## config.mk

```make
export PLATFORM = sky130hd
export DESIGN_NAME = fcc_result_packer
export DESIGN_NICKNAME = d
export VERILOG_FILES = /design/src/rtl/fcc_result_packer.sv
export SDC_FILE = /design/constraint.sdc
export NUM_CORES = 1
export LEC_CHECK = 0
export ABC_AREA = 1
export CAP_MARGIN = 5
export CORE_UTILIZATION = 59
export CTS_BUF_LIST = sky130_fd_sc_hd__clkbuf_4 sky130_fd_sc_hd__clkbuf_8
export CTS_CLUSTER_SIZE = 12
export DETAILED_ROUTE_END_ITERATION = 8
export GPL_TIMING_DRIVEN = 1
export PLACE_DENSITY = 0.88
export SYNTH_ARGS = -nofsm -noshare
export SYNTH_HDL_FRONTEND = slang
export SYNTH_SLANG_ARGS = --single-unit
```

## constraint.sdc

```tcl
create_clock -name clk -period 8.2 [get_ports clk]
set_input_delay 1.64 -clock clk [delete_from_list [all_inputs] [get_ports clk]]
set_output_delay 1.64 -clock clk [all_outputs]
set_load 0.1 [all_outputs]
```

## src/rtl/fcc_result_packer.sv

```systemverilog
// Requantizes fcc accumulator results to int8, packs them into 32-byte lines and
// writes each line to the return window with a req/ack handshake.
module fcc_result_packer #(
    parameter int ADDR_WIDTH = 19,
    parameter int ACC_W      = 24,
    parameter int CNT_W      = 8,
    parameter int LINE_BYTES = 32
) (
    input  logic                  clk,
    input  logic                  rst_n,
    input  logic                  cfg_go,
    input  logic [ADDR_WIDTH-1:0] cfg_addrz,
    input  logic [CNT_W-1:0]      cfg_num_res,
    input  logic [4:0]            cfg_shift,
    input  logic                  cfg_relu,
    input  logic                  res_valid,
    input  logic [ACC_W-1:0]      res_data,
    output logic                  res_ready,
    output logic                  wr_req,
    output logic [ADDR_WIDTH-1:0] wr_start_addr,
    output logic [5:0]            wr_size_bytes,
    output logic [4:0]            wr_last_valid,
    output logic [255:0]          wr_data,
    input  logic                  wr_ack,
    output logic                  busy,
    output logic                  done
);
    localparam int IDX_W = $clog2(LINE_BYTES);
    localparam int BC_W  = IDX_W + 1;
    localparam logic signed [ACC_W:0] Q_MAX = (ACC_W+1)'(127);
    localparam logic signed [ACC_W:0] Q_MIN = ~Q_MAX;

    typedef enum logic [1:0] {IDLE, COLLECT, WRITE, FIN} state_t;

    state_t                         state, state_nxt;
    logic [ADDR_WIDTH-1:0]          addr;
    logic [BC_W-1:0]                byte_cnt, byte_cnt_inc;
    logic [CNT_W-1:0]               res_cnt, res_cnt_inc, num_res;
    logic [4:0]                     shift;
    logic                           relu;
    logic [LINE_BYTES-1:0][7:0]     line_buf;
    logic                           accept, ack;
    logic signed [ACC_W:0]          x_ext, rnd, t;
    logic [7:0]                     q_byte;

    assign res_ready    = (state == COLLECT);
    assign wr_req       = (state == WRITE);
    assign busy         = (state == COLLECT) || (state == WRITE);
    assign done         = (state == FIN);
    assign accept       = res_valid && res_ready;
    assign ack          = wr_ack && wr_req;
    assign byte_cnt_inc = byte_cnt + BC_W'(1);
    assign res_cnt_inc  = res_cnt + CNT_W'(1);

    // One extra bit of headroom keeps the round-half-up add from overflowing.
    always_comb begin
        x_ext = $signed({res_data[ACC_W-1], res_data});
        rnd   = '0;
        if (shift != 5'd0)
            rnd[shift - 5'd1] = 1'b1;
        t = (x_ext + rnd) >>> shift;
        if (relu && t[ACC_W])
            q_byte = 8'h00;
        else if (t > Q_MAX)
            q_byte = 8'h7F;
        else if (t < Q_MIN)
            q_byte = 8'h80;
        else
            q_byte = t[7:0];
    end

    always_comb begin
        state_nxt = state;
        case (state)
            IDLE:    if (cfg_go)
                         state_nxt = (cfg_num_res == '0) ? FIN : COLLECT;
            COLLECT: if (accept && (byte_cnt_inc == BC_W'(LINE_BYTES) || res_cnt_inc == num_res))
                         state_nxt = WRITE;
            WRITE:   if (ack)
                         state_nxt = (res_cnt < num_res) ? COLLECT : FIN;
            FIN:     state_nxt = IDLE;
            default: state_nxt = IDLE;
        endcase
    end

    always_ff @(posedge clk or negedge rst_n) begin
        if (!rst_n) begin
            state    <= IDLE;
            addr     <= '0;
            byte_cnt <= '0;
            res_cnt  <= '0;
            num_res  <= '0;
            shift    <= '0;
            relu     <= 1'b0;
            line_buf <= '0;
        end else begin
            state <= state_nxt;
            case (state)
                IDLE: if (cfg_go) begin
                    addr     <= cfg_addrz;
                    num_res  <= cfg_num_res;
                    shift    <= cfg_shift;
                    relu     <= cfg_relu;
                    byte_cnt <= '0;
                    res_cnt  <= '0;
                    line_buf <= '0;
                end
                COLLECT: if (accept) begin
                    line_buf[byte_cnt[IDX_W-1:0]] <= q_byte;
                    byte_cnt <= byte_cnt_inc;
                    res_cnt  <= res_cnt_inc;
                end
                WRITE: if (ack) begin
                    addr     <= addr + ADDR_WIDTH'(LINE_BYTES);
                    byte_cnt <= '0;
                    line_buf <= '0;
                end
                default: ;
            endcase
        end
    end

    // Unused buffer slots are already zero because the buffer clears after every line.
    always_comb begin
        wr_start_addr = '0;
        wr_size_bytes = '0;
        wr_last_valid = '0;
        wr_data       = '0;
        if (wr_req) begin
            wr_start_addr = addr;
            wr_size_bytes = 6'(byte_cnt);
            wr_last_valid = 5'(byte_cnt - BC_W'(1));
            wr_data       = line_buf;
        end
    end
endmodule

```

==> results.md <==
- Crit-path most repeated cell: nand2_1
- Mean Syn Cell Area: 6.555 sq um
- Synthesis-stage register bit count: 305
- Clock buffer depth: 3
- Die width: 183.4 um
- CP Launch Point: shift[2]$_DFFE_PN0P_
- GRT Total Usage: 0.3715
- Yosys top cell by area: dfrtp_1
- Vias in the first global route: 19850
- Hold Crit Class: flop to flop
- Overflow left after global routing: 0
- Worst path max stage delay: 0.91 ns
- Die area: 0.03362 sq mm
- Rel. slew slack: 0.1765
- Final wirelength: 62190 um
- Starting DRT DRC Count: 2543
- Initial core utilization: 0.5979
- Area share of the largest cell type after synthesis: 0.3933
- Post-synth EDFFs: 0
- Vias/cell: 5.610
- RSZ-0062 raised after global routing: no
- Max Cap Viol: 0
- Largest net degree at the start of global routing: 183
- First-pass DRT Iterations: 8
- Achievable Freq: 0.1645 GHz
- Vias post-DR: 20900
- # diodes: 0
- CTS tree: built
- Worst endpoint required time: 8.67 ns
- Worst Setup Start Kind: flop
- Setup TNS: 0 ns
- I/O pin count: 352
- CTS Sinks: 305
- Crit path time final: 6.079 ns
- Data arrival, critical path: 6.55 ns
- HPWL after detailed placement: 42950 um
- # resized after CTS: 0
- Crit path capture type: flop
- Post-Syn Nets: 3066
- Leak: 0.01433 uW
- Post-layout util: 0.7398
- Final Max Tran Viols: 0
- Slew @ Worst Pin: 1.235 ns
- Synth Instances: 2960
- Reg-to-Reg Start: shift[2]$_DFFE_PN0P_
- Final hold viol count: 0
- Critical path peak fanout: 32
- DP Area: 0.02294 sq mm
- Worst skew pair latency: 0.60 ns
- Outcome: completed
- Yosys warnings: 0
- Final instance area: 0.02401 sq mm
- Most common flop cell mapped by yosys: dfrtp_1
- Final Cycle Share: 0.7414
- Worst path slowest cell: dfrtp_1
- Std-Cell Rows: 66
- Final setup viols: 0
- Asr flop ratio synth: 1.000
- DRC Markers: 0
- Critical path class: flop to flop
- Clk pin slew, worst setup/hold paths: 0.06 ns
- WL/cell: 16.70 um
- CTS Buf Count: 49
- I/O Buffers: 351
- Clk_skew: 0.02709 ns
- Largest cells by area after synthesis: dfrtp_1 39%, nand2_1 21%, nand3_1 10%, inv_1 9.8%, nor2_1 3.2%
- Peak supply drop: 0.3669 mV
- Share of cells above drive strength 1: 0.03899
- Antenna Violating Nets Remaining: 0
- Distinct cells, synth: 46
- CTS Hold Bufs: 0
- Sequential element share of the synthesized area: 0.3933
- Pwr per Cell Area: 269.9 mW/mm^2
- Core area: 0.03245 sq mm
- Hold_sp: line_buf[120]$_DFFE_PN0P_
- CTS root buffer: clkbuf_8
- Layout area overhead: 23.74%
- First-pass GRT wire length: 100000 um
- Initial antenna violation count: 0
- CTS HTree Levels: 2
- Die Ht: 183.4 um
- RD Place Congestion: 0.9672
- Final nets: 3354
- Synthesized area: 0.01940 sq mm
- Setup bufs post-CTS: 0
[layer usage]
layer  global-route usage  vias up  part of all wire
li1                     -     9698                 -
met1               0.4940     9748              0.39
met2               0.5953     1260              0.46
met3              0.06374      192             0.099
met4               0.1693        0             0.042
met5                    0        -                 0
[final timing paths]
kind	slack [ns]	endpoint	cells after the start
setup / recovery	2.12	line_buf[209]$_DFFE_PN0P_	33
hold / removal	0.48	line_buf[120]$_DFFE_PN0P_	2
setup reg to reg	2.12	line_buf[209]$_DFFE_PN0P_	33
hold reg to reg	0.48	line_buf[120]$_DFFE_PN0P_	2
max in group asynchronous	5.55	shift[2]$_DFFE_PN0P_	2
min in group asynchronous	1.12	line_buf[25]$_DFFE_PN0P_	1
[worst max-delay path, delay by kind of cell (launching register included)]
kind / cells / cell delay (ns)
AOI/OAI and AO/OA: 1 / 0.12
adders and majority gates: 2 / 0.41
buffers and inverters: 6 / 1.27
DFF: 1 / 0.91
and+or+nand+nor: 24 / 3.22
[final cells by class]
| type | count | area [sq um] |
|---|---|---|
| Clock buffer | 74 | 930.9 |
| Clock inverter | 12 | 130.1 |
| Fill cell | 2536 | 8443 |
| Inverter | 514 | 1929 |
| Multi-Input combinational cell | 2015 | 9201 |
| Sequential cell | 305 | 7632 |
| Tap cell | 442 | 553.0 |
| Timing Repair Buffer | 363 | 3633 |
[registers in the layout, summed over array words and instances, names as in the netlist]
signal / count
state: 2
byte_cnt: 6
num_res: 8
res_cnt: 8
line_buf: 256
shift: 5
addr: 19
relu: 1
[stage by stage]
| step | total power [uW] | setup slack, ns | std cells | hold WS, ns |
|---|---|---|---|---|
| 3_3_place_gp | 4875 | 2.442 | 3638 | 0.4633 |
| 4_1_cts | 6378 | 2.257 | 3724 | 0.4826 |
| 2_1_floorplan | 4192 | 1.128 | 2960 | 0.4494 |
| 6_report | 6479 | 2.121 | 3725 | 0.4817 |
| 5_1_grt | 6823 | 1.491 | 3725 | 0.4914 |
| 3_5_place_dp | 4959 | 2.277 | 3638 | 0.4657 |
[report_power, final]
| group | internal, uW | switching, uW |
|---|---|---|
| registers | 1650 | 135 |
| clock network | 792 | 634 |
| logic | 729 | 2540 |
| total | 3170 | 3310 |
[synthesized netlist by cell type (2+ instances only)]
library cell and count:
a22oi_1 2, o211ai_1 8, dfrtp_1 305, nor4_1 4
a31oi_1 6, xnor2_1 3, nand4_1 19, inv_2 3
nand3b_1 4, o21ai_0 71, nand2_4 9, buf_1 9
ha_1 43, o21ai_1 25, o31ai_1 3, a32o_1 8
mux2i_1 3, nor2_1 165, and2_1 2, or2_2 3
a21oi_1 69, nor2_2 2, a22o_1 2, a21o_1 2
nor3_1 10, buf_2 21, buf_4 2, inv_1 507
xor2_1 17, clkinv_1 4, o22ai_1 9, nand3_1 407
nand2_2 6, clkbuf_1 73, buf_6 21, nand2_1 1103
[logic make-up after synthesis]
kind of cell               Yosys count  share of synthesized area
and+or+nand+nor                   1735                     0.3717
DFF                                305                     0.3933
buffers and inverters              640                     0.1337
adders and majority gates           44                    0.02876
AOI/OAI and AO/OA                  212                    0.06132
muxes                                4                   0.002128
xor gates and xnor gates            20                   0.009028
[cell usage in the layout, fill, tap and decap left out, types with 17 or more instances in the layout]
master	instances
nand3_1	407
o21ai_1	25
a21oi_1	69
o21ai_0	71
clkdlybuf4s50_1	350
nand2_1	1102
nor2_1	164
dfrtp_1	305
clkbuf_8	60
nand4_1	19
inv_1	507
ha_1	42
xor2_1	17
Power figures use the tool's default switching activity.
